<file path="src/rtl/proc_host_pkg.sv">
// Shared types and default constants for the processor launch host.
package proc_host_pkg;

    localparam int CW_DEF      = 16;
    localparam int TIMEOUT_DEF = 4096;
    localparam int RST_CYC_DEF = 2;
    localparam int RCW         = 4;   // width of the PRST hold counter (RST_CYC <= 15)

    typedef enum logic [2:0] {
        S_IDLE,
        S_PRST,
        S_REQ,
        S_RUN,
        S_FAULT
    } state_e;

endpackage

</file>
<file path="src/rtl/proc_host_sat.sv">
// Saturating up-counter with synchronous clear and a compare against a fixed terminal value.
module sat_counter #(
    parameter int           W      = 16,
    parameter logic [W-1:0] TC_VAL = '1
) (
    input  logic         clk_i,
    input  logic         rst_i,
    input  logic         clear_i,
    input  logic         en_i,
    output logic [W-1:0] count_o,
    output logic         tc_o
);

    logic [W-1:0] count_q, count_d;

    always_comb begin
        count_d = count_q;
        if (clear_i) begin
            count_d = '0;
        end else if (en_i && (count_q != '1)) begin
            count_d = count_q + 1'b1;
        end
    end

    always_ff @(posedge clk_i) begin
        if (rst_i) begin
            count_q <= '0;
        end else begin
            count_q <= count_d;
        end
    end

    assign count_o = count_q;
    assign tc_o    = (count_q == TC_VAL);

endmodule

</file>
<file path="src/rtl/proc_host.sv">
// Launch sequencer: resets the processor, pulses req, times the run and aborts on timeout.
module proc_host
    import proc_host_pkg::*;
#(
    parameter int CW      = CW_DEF,
    parameter int TIMEOUT = TIMEOUT_DEF,
    parameter int RST_CYC = RST_CYC_DEF
) (
    input  logic          clk,
    input  logic          reset,
    input  logic          start,
    input  logic [1:0]    prog_sel,
    input  logic          done,
    output logic          proc_reset,
    output logic          req,
    output logic          busy,
    output logic          finished,
    output logic          timeout,
    output logic [CW-1:0] cycles,
    output logic [1:0]    prog_id
);

    localparam logic [CW-1:0]  TMO_LAST = CW'(TIMEOUT - 1);
    localparam logic [RCW-1:0] RST_LAST = RCW'(RST_CYC - 1);

    state_e         state_q, state_d;
    logic [RCW-1:0] rst_cnt_q, rst_cnt_d;
    logic [1:0]     prog_id_q, prog_id_d;
    logic           timeout_q, timeout_d;
    logic           finished_q, finished_d;
    logic           start_acc, in_run, tmo_hit, cnt_en;

    assign start_acc = start && ((state_q == S_IDLE) || (state_q == S_FAULT));
    assign in_run    = (state_q == S_RUN);
    // done wins over the timeout compare, and the count freezes at the abort point.
    assign cnt_en    = in_run && !done && !tmo_hit;

    sat_counter #(
        .W      (CW),
        .TC_VAL (TMO_LAST)
    ) u_cyc (
        .clk_i   (clk),
        .rst_i   (reset),
        .clear_i (start_acc),
        .en_i    (cnt_en),
        .count_o (cycles),
        .tc_o    (tmo_hit)
    );

    always_ff @(posedge clk) begin
        if (reset) begin
            state_q <= S_IDLE;
        end else begin
            state_q <= state_d;
        end
    end

    always_comb begin
        state_d = state_q;
        case (state_q)
            S_IDLE, S_FAULT: if (start) state_d = S_PRST;
            S_PRST:          if (rst_cnt_q == RST_LAST) state_d = S_REQ;
            S_REQ:           state_d = S_RUN;
            S_RUN: begin
                if (done)         state_d = S_IDLE;
                else if (tmo_hit) state_d = S_FAULT;
            end
            default:         state_d = S_IDLE;
        endcase
    end

    // proc_reset also follows the host reset so the processor is held before the first edge.
    always_comb begin
        proc_reset = reset || (state_q == S_PRST) || (state_q == S_FAULT);
        req        = (state_q == S_REQ);
        busy       = (state_q == S_PRST) || (state_q == S_REQ) || (state_q == S_RUN);
    end

    always_comb begin
        rst_cnt_d  = (state_q == S_PRST) ? rst_cnt_q + 1'b1 : '0;
        prog_id_d  = start_acc ? prog_sel : prog_id_q;
        timeout_d  = timeout_q;
        if (start_acc) begin
            timeout_d = 1'b0;
        end else if (in_run && !done && tmo_hit) begin
            timeout_d = 1'b1;
        end
        finished_d = in_run && done;
    end

    always_ff @(posedge clk) begin
        if (reset) begin
            rst_cnt_q  <= '0;
            prog_id_q  <= '0;
            timeout_q  <= 1'b0;
            finished_q <= 1'b0;
        end else begin
            rst_cnt_q  <= rst_cnt_d;
            prog_id_q  <= prog_id_d;
            timeout_q  <= timeout_d;
            finished_q <= finished_d;
        end
    end

    assign finished = finished_q;
    assign timeout  = timeout_q;
    assign prog_id  = prog_id_q;

endmodule

</file>
<file path="config.mk">
export PLATFORM = sky130hd
export DESIGN_NAME = proc_host
export DESIGN_NICKNAME = d
export VERILOG_FILES = /design/src/rtl/proc_host_pkg.sv /design/src/rtl/proc_host_sat.sv /design/src/rtl/proc_host.sv
export SDC_FILE = /design/constraint.sdc
export NUM_CORES = 1
export LEC_CHECK = 0
export ABC_CLOCK_PERIOD_IN_PS = 3520
export CORE_MARGIN = 2
export CORE_UTILIZATION = 26
export DETAILED_ROUTE_END_ITERATION = 6
export HOLD_SLACK_MARGIN = 0.1
export PLACE_DENSITY_LB_ADDON = 0.2
export SLEW_MARGIN = 10
export SYNTH_ARGS = -nofsm -noshare
export SYNTH_HDL_FRONTEND = slang
export SYNTH_SLANG_ARGS = --single-unit
</file>
<file path="constraint.sdc">
create_clock -name clk -period 3.52 [get_ports clk]
set_clock_uncertainty 0.05 [all_clocks]
set_input_delay 0.704 -clock clk [delete_from_list [all_inputs] [get_ports clk]]
set_output_delay 0.704 -clock clk [all_outputs]
set_load 0.02 [all_outputs]
</file>
* Word-level counts from Yosys, hierarchy flattened *
Cells that the tools add are included.

operators by class
  muxes and demuxes = 5
  equality and inequality tests = 10
  add/subtract/negate cells = 2
  bitwise logic cells = 1
  reduce and logical (&&, ||, !) cells = 18

operators with widths
  cell                   count
  $add 16x1->16 const B  1
  $eq 16x12->1 const B   1
  $ne 16x16->1 const B   1
  $mux 3                 4
  $pmux 3 s4             1
  $eq 3x2->1 const B     2
  $logic_and 1x1->1      6
  $reduce_or 2->1        3
  $logic_or 1x1->1       5
  $add 4x1->4 const B    1
  $eq 4x1->1 const B     1
  $ne 2x2->1 const B     2
  $eq 3x1->1 const B     1
  $eq 3x3->1 const B     1
  $logic_not 3->1        1
  $ne 3x2->1 const B     1
  $reduce_and 3->1       1
  $logic_not 1->1        2
  $not 1->1              1

storage, ports and cells
  flip-flop bits (word level) = 27
  input bits = 6
  output and inout port bits = 23

* Depth between registers and ports, before layout *
Gate-level depths: netlist of run 1.

  depth after elaboration = 4
  gate-level depth with buffers = 6
  mapped depth without buffers = 6

* Cells and area by module *
From an unflattened synthesis of run 1, not the netlist that was laid out.

unflattened totals
  cell total of the unflattened synthesis = 161
  area, all modules = 1466.4 sq um

modules (own cells, without submodules)
  module       instances  seq. area each (sq um)  cells an instance  area each (sq um)
  sat_counter  1          320.3                   107                925.9
  proc_host    1          220.2                   54                 540.5

* Worst setup path before layout of run 1 *
Ideal clock, no wire load.

  path type = input to register
  from = in done
  to = reg u_cyc.count_q[13] (netlist: u_cyc.count_o[13])
  cell stages on the path = 5
  path slack = 1.566 ns
  path buffers = 1
  data arrival time = 1.834 ns
  setup time = 0.070 ns
  path through = and4bb_1 -> buf_4 -> nand4_4 -> or4_1 -> a21oi_1

on the way
  word-level cells in the longest chain between the ends = 4

RTL lines
  what                            RTL line             text
  start, declared                 proc_host.sv:13      input logic done,
  $logic_not 1->1                 proc_host.sv:36      assign cnt_en = in_run && !done && !tmo_hit;
  $logic_and 1x1->1 (2 in a row)  proc_host.sv:36
  $logic_and 1x1->1               proc_host_sat.sv:20  end else if (en_i && (count_q != '1)) begin
  end signal, assigned            proc_host_sat.sv:29  count_q <= count_d;
  end, declared                   proc_host_sat.sv:14  logic [W-1:0] count_q, count_d;

No other way between the ends.
A chain may end at the register's enable or synchronous reset.

* Final worst setup path of run 1 *
  from = in reset
  to = out proc_reset

on the way
  word-level cells in the longest chain between the ends = 2

RTL lines
  what                           RTL line         text
  start, declared                proc_host.sv:10  input logic reset,
  $logic_or 1x1->1 (2 in a row)  proc_host.sv:74  proc_reset = reset || (state_q == S_PRST) || (state_q == S_FAULT);
  end, declared                  proc_host.sv:14  output logic proc_reset,

No other way between the ends.

==> metrics.md, run 1 <==
| Metric | Value |
|---|---|
| Layout area overhead | 27.7% |
| CTS root buffer | clkbuf_8 |
| Ys Warns | 0 |
| Number of hold buffers added after CTS | 0 |
| Clk buf depth | 2 |
| Max transition margin | 0.461 |
| Endpoints failing setup | 0 |
| VDD IR max | ~0.12 mV |
| DIE AREA | a little over 0.006 mm2 |
| Crit path max-delay family | buffers and inverters |
| Synth top area share | 0.381 |
| Mapped Avg Cell Area | 8.77 um2 |
| Reg-to-Reg End | timeout |
| DP Area | 0.00177 mm2 |
| Netlist Area Pre-Place | 0.00142 mm2 |
| EDFF count, synth | 0 |
| HP Start | timeout |
| Fin. Hold Viols | 0 |
| CTS H-tree lvls | 1 |
| Row cnt | 26 |
| Gr ovfl total | 0 |
| Largest net degree at the start of global routing | 16 |
| Vias in the first global route | 1,193 |
| Main area contributors after synthesis | dfxtp_1, mux2i_1, nand2_1 |
| Storage element area | approximately 540 um2 |
| IO Port Bufs | 28 |
| All-Layer GR Usage | 0.119 |
| Chip width | 77.9 um |
| CP Capture Type | output pin |
| Multi-input gate area | 821 um2 |
| Detailed placement HPWL | 2470 um |
| Max-Cap Viols | 0 |
| Status | finished, final reports clean |
| Fin crit period | 2.70 ns |
| Core Box Area | about 0.0052 mm2 |
| Clk_lat worst skew | 0.27 ns |
| DRT Wirelength | ~3400 um |
| Dominant cell type by area after synthesis | dfxtp_1 |
| Final Max Tran Viols | 0 |
| Post-cts resize count | 0 |
| Ys flop type | dfxtp_1 |
| Drt drc | 0 |
| CP Capture Point | proc_reset |
| Worst-margin pin slew | 0.805 ns |
| Reg2Reg Depth | 6 |
| Final Power | 0.549 mW |
| Vias | 1,282 |
| #FFs+latches synth | 27 |
| Most frequent CP cell | clkdlybuf4s50_1 |
| Via/cell ratio | roughly 5.0 |
| Num CTS Buffers | 3 |
| Post-route antenna net violation count | 0 |
| Synth Instances | 162 |
| Final nets | about 200 |
| Global-route wire length before repair | 5840 um |
| Hold Crit Class | reg2reg |
| Gpl congestion | 0.747 |
| Layout fillers | a little under 600 |
| Seq/Total Area, Yosys | 0.381 |
| Setup TNS Final | 0 ns |
| Pwr/cell area | approximately 300 mW/mm2 |
| Slowest stage cell, crit path | clkdlybuf4s50_1 |
| Crit path launch type | primary input |
| Flop2flop setup slack | 1.41 ns |
| WP data required | 2.77 ns |
| CTS tree | built |
| Drt wl/cell | 13.2 um |
| Worst Path Max Fanout | 2 |
| N_diodes | 0 |
| Commonest non-fill, non-tap cell in the layout | clkdlybuf4s50_1 |
| Die Span Y | 77.9 um |
| RSZ-0062 raised after global routing | no |
| Crit path buf inv count | 2 |
| DRT Pass-1 Iters | 4 |
| Final cycle utilization of the critical path | 0.767 |
| Crit. path cell count | 3 |
| Crit path arrival time | approximately 1.9 ns |
| Iteration-0 DRC Markers | 44 |
| Share of post-route cells with drive strength above 1 | 0.0638 |
| Critical Path Start | reset |
| Lkg Pwr | 0.607 nW |
| Setup CP Type | in2out |
| Crit-path cells | clkdlybuf4s50_1 > o21bai_1 > clkdlybuf4s50_1 |
| Count of cell types in the netlist | 42 |
| Initial core utilization | 0.273 |
| Finished Cell Area | about 0.0018 mm2 |
| Number of I/O pins | 29 |
| Clock sink count | 27 |
| Fmax | 371 MHz |
| Reg2Reg Launch Point | u_cyc.count_o[0] |
| Slowest stage delay, CP | 0.62 ns |
| Async SR Flop Fraction | 0 |
| Leading cell types in the layout, fill and taps excluded | clkdlybuf4s50_1, dfxtp_1, nand2_1, a21oi_1, nor2_1 |
| Syn_nets | 171 |
| Post-CTS setup buffer count | 0 |
| Antenna violations before repair | 0 |
| CTS clk-pin slew, worst paths | 0.10 ns |
==> worst min-delay path by stage <==
stage                         endpoint  slack [ns]  depth (start not counted)
after floorplan           rst_cnt_q[0]        0.38                          1
after global placement         timeout        0.40                          2
after detailed placement       timeout        0.40                          2
after CTS                      timeout        0.41                          2
after global routing           timeout        0.44                          2
final                          timeout        0.40                          2
==> sequential cells by signal, indices dropped and copies added, names as in the netlist <==
signal and count:
u_cyc.count_o 16, rst_cnt_q 4, state_q 3, prog_id 2, finished 1, timeout 1
==> logic make-up after synthesis <==
family / Yosys count / share of synthesized area
buffers and inverters: 13 / 0.0414
muxes: 8 / 0.0564
AOI/OAI and AO/OA: 39 / 0.195
adders and majority gates: 3 / 0.0264
xor gates and xnor gates: 3 / 0.0185
DFF: 27 / 0.381
and+or+nand+nor: 69 / 0.282
==> power breakdown <==
part	switching (mW)	total, mW	leakage (nW)	internal, mW
registers	0.00625	0.316	0.218	0.310
logic	0.0273	0.0524	0.363	0.0251
clock network	0.101	0.181	0.0255	0.0794
total	0.135	0.549	0.607	0.414
==> routing by layer <==
| layer | GRT usage | part of all wire |
|---|---|---|
| met1 | 0.168 | 0.52 |
| met2 | 0.180 | 0.44 |
| met3 | 0.0221 | 0.036 |
| met4 | 0.0421 | 0.0074 |
| met5 | 0 | 0 |
==> layout make-up <==
class	instances	area share
Multi-Input combinational cell	122	0.453
Tap cell	70	0.0483
Timing Repair Buffer	31	0.167
Clock buffer	3	0.0228
Sequential cell	27	0.298
Inverter	4	0.00828
Clock inverter	1	0.00276
==> metrics by stage <==
step / worst slack, ns / hold WS, ns / util / std cells
finish: 0.822 / 0.402 / 0.348 / 258
global route: 0.764 / 0.441 / 0.348 / 258
CTS: 0.795 / 0.409 / 0.348 / 258
detailed placement: 0.795 / 0.395 / 0.339 / 254
global placement: 0.789 / 0.396 / 0.339 / 254
floorplan: 1.57 / 0.383 / - / 162
==> synthesized netlist by cell type (2+ instances only) <==
cell	instances
dfxtp_1	27
nand2_1	19
a21oi_1	12
nor2_1	11
mux2i_1	8
or3_1	7
a211oi_1	5
buf_2	5
nand3_1	5
nand4_1	5
inv_1	4
o31ai_1	4
or4_1	4
a2111o_1	3
and4_1	3
clkbuf_1	3
ha_1	3
o21ai_1	3
o41ai_1	3
and2_1	2
nand3b_1	2
nor3b_1	2
o311ai_0	2
xnor2_1	2
==> tightest hold or removal path: cells and delay by family (launching register included) <==
family	cells	cell delay (ns)
compound gates	1	0.05
buf+inv	1	0.05
flops	1	0.32
(Power assumes the default switching activity.)
==> run 2: changes to the inputs <==
--- a/config.mk
+++ b/config.mk
@@ -5,7 +5,7 @@
 export SDC_FILE = /design/constraint.sdc
 export NUM_CORES = 1
 export LEC_CHECK = 0
-export ABC_CLOCK_PERIOD_IN_PS = 3520
+export ABC_CLOCK_PERIOD_IN_PS = 2300
 export CORE_MARGIN = 2
 export CORE_UTILIZATION = 26
 export DETAILED_ROUTE_END_ITERATION = 6
==> constraint.sdc (replaced) <==
create_clock -name clk -period 2.3 [get_ports clk]
set_clock_uncertainty 0.05 [all_clocks]
set_input_delay 0.46 -clock clk [delete_from_list [all_inputs] [get_ports clk]]
set_output_delay 0.46 -clock clk [all_outputs]
set_load 0.02 [all_outputs]
==> run 2 against run 1 <==
Effect of this change:
- flip-flop and latch count unchanged
- register-to-register slack got worse by 1.1 ns
- core utilization increased by 0.87 points
- count of clock-buffer cells in the layout unchanged
- critical path depth decreased by 1
- critical endpoint is now req
- largest power group unchanged
==> metrics.md, run 2 (synthesized netlist as in run 1, its figures left out) <==
| Metric | Value |
|---|---|
| Status | finished, final reports clean |
| Reg2Reg Depth | 3 |
| N_diodes | 0 |
| Crit-path cells | nor3b_1 > clkdlybuf4s50_1 |
| Placed insts | 259 |
| Slowest stage delay, CP | 0.63 ns |
| Multi-input gate area | 821 um2 |
| WP data required | about 1.8 ns |
| Final worst slack | ~0.12 ns |
| CTS root buffer | clkbuf_8 |
| Gpl congestion | between 0.7 and 0.8 |
| Max reg flops | 16 |
| Antenna violations before repair | 0 |
| Iteration-0 DRC Markers | 51 |
| Largest net degree at the start of global routing | 17 |
| Via/cell ratio | roughly 4.8 |
| Num CTS Buffers | 3 |
| Layout area overhead | 30.8% |
| CTS H-tree lvls | 1 |
| Worst hold slack | 0.399 ns |
| DRT Pass-1 Iters | 4 |
| Final nets | approximately 200 |
| Core Box Area | 0.00520 mm2 |
| Flop2flop setup slack | 0.35 ns |
| Final std cells w/o fill | 263 |
| VDD IR max | approximately 0.21 mV |
| CTS tree | built |
| Vias in the first global route | 1,236 |
| Post-route antenna net violation count | 0 |
| Reg-to-Reg End | state_q[0] |
| Reg2Reg Launch Point | u_cyc.count_o[12] |
| Crit path arrival time | 1.67 ns |
| Clk_lat worst skew | 0.28 ns |
| Row cnt | 26 |
| Layout fillers | 564 |
| Critical Path Start | state_q[1] |
| CP Capture Type | output pin |
| CP Capture Point | req |
| CTS clk-pin slew, worst paths | about 0.1 ns |
| Setup CP Type | reg2out |
| Setup TNS Final | 0 ns |
| DRT Wirelength | ~3500 um |
| Clock sink count | 27 |
| Storage element area | 543 um2 |
| Number of I/O pins | 29 |
| Worst slack, placed | 0.0155 ns |
| Max transition margin | 0.435 |
| RSZ-0062 raised after global routing | no |
| Fin. Hold Viols | 0 |
| Fin crit period | between 2 and 2.5 ns |
| Chip width | 77.9 um |
| Initial core utilization | 0.273 |
| Slowest stage cell, crit path | clkdlybuf4s50_1 |
| DIE AREA | 0.00607 mm2 |
| Leading cell types in the layout, fill and taps excluded | clkdlybuf4s50_1, dfxtp_1, nand2_1, a21oi_1, nor2_1 |
| Final cycle utilization of the critical path | 0.948 |
| Gr ovfl total | 0 |
| Commonest non-fill, non-tap cell in the layout | clkdlybuf4s50_1 |
| Hold Crit Class | reg2reg |
| Drt drc | 0 |
| Final Max Tran Viols | 0 |
| Worst-margin pin slew | 0.844 ns |
| IO Port Bufs | 28 |
| Endpoints failing setup | 0 |
| Global-route wire length before repair | 5870 um |
| Lkg Pwr | 0.633 nW |
| All-Layer GR Usage | 0.119 |
| Worst Path Max Fanout | 11 |
| Share of post-route cells with drive strength above 1 | 0.0984 |
| Clk buf depth | 2 |
| Vias | between 1,000 and 1,500 |
| Die Span Y | 77.9 um |
| Fmax | 459 MHz |
| Drt wl/cell | around 13 um |
| Max-Cap Viols | 0 |
| Crit path launch type | flip-flop |
| Pwr/cell area | between 400 and 500 mW/mm2 |
| Detailed placement HPWL | 2510 um |
[run 2: what timing repair did]
item / in CTS / in global routing
setup buffers: 0 / 0
endpoints found under the setup margin: 0 / 1
resized for setup: 0 / 3
hold buffers: 0 / 0
[run 2: routing by layer]
metal / track usage / share of wire / vias up / routed length, um
met2: 0.186 / 0.42 / 26 / 1460
met4: 0.0439 / 0.015 / 0 / 51
li1: - / - / 672 / -
met5: 0 / 0 / - / 0
met1: 0.163 / 0.53 / 572 / 1850
met3: 0.0221 / 0.030 / 5 / 105
[run 2: final cells by class]
| type | count | share of cell area |
|---|---|---|
| tap | 70 | 0.0471 |
| sequential | 27 | 0.292 |
| clock inverter | 1 | 0.00404 |
| multi-input combinational | 122 | 0.442 |
| inverter | 4 | 0.00808 |
| timing repair buffer | 36 | 0.185 |
| clock buffer | 3 | 0.0222 |
[run 2: through the flow]
step	instance area (um2)	power [mW]	utilization
floorplan	1420	0.540	-
global placement	1800	0.579	0.347
detailed placement	1800	0.579	0.347
CTS	1850	0.865	0.356
global route	1860	0.891	0.357
finish	1860	0.855	0.357
[run 2: worst min-delay path by stage]
stage	from	to	slack, ns	cells past startpoint
6_report	timeout	timeout	0.40	2
5_1_grt	timeout	timeout	0.43	2
4_1_cts	timeout	timeout	0.41	2
3_5_place_dp	timeout	timeout	0.39	2
3_3_place_gp	timeout	timeout	0.38	2
2_1_floorplan	rst_cnt_q[0]	rst_cnt_q[0]	0.38	1
[run 2: worst max-delay path, delay by kind of cell (launching register included)]
| family | cells | cell delay [ns] |
|---|---|---|
| buf+inv | 1 | 0.63 |
| simple gates | 1 | 0.23 |
| flops | 1 | 0.52 |
[run 2: power by group]
| group | internal (mW) | switching, mW | total (mW) |
|---|---|---|---|
| clock | 0.123 | 0.165 | 0.288 |
| combinational | 0.0402 | 0.0426 | 0.0829 |
| sequential | 0.474 | 0.00949 | 0.484 |
==> run 3: changes to the inputs <==
--- a/config.mk
+++ b/config.mk
@@ -8,6 +8,7 @@
 export ABC_CLOCK_PERIOD_IN_PS = 2300
 export CORE_MARGIN = 2
 export CORE_UTILIZATION = 26
+export CTS_CLUSTER_SIZE = 24
 export DETAILED_ROUTE_END_ITERATION = 6
 export HOLD_SLACK_MARGIN = 0.1
 export PLACE_DENSITY_LB_ADDON = 0.2
==> results of run 3 <==
Same layout as run 2: the final DEF is identical, and so are final timing and power.
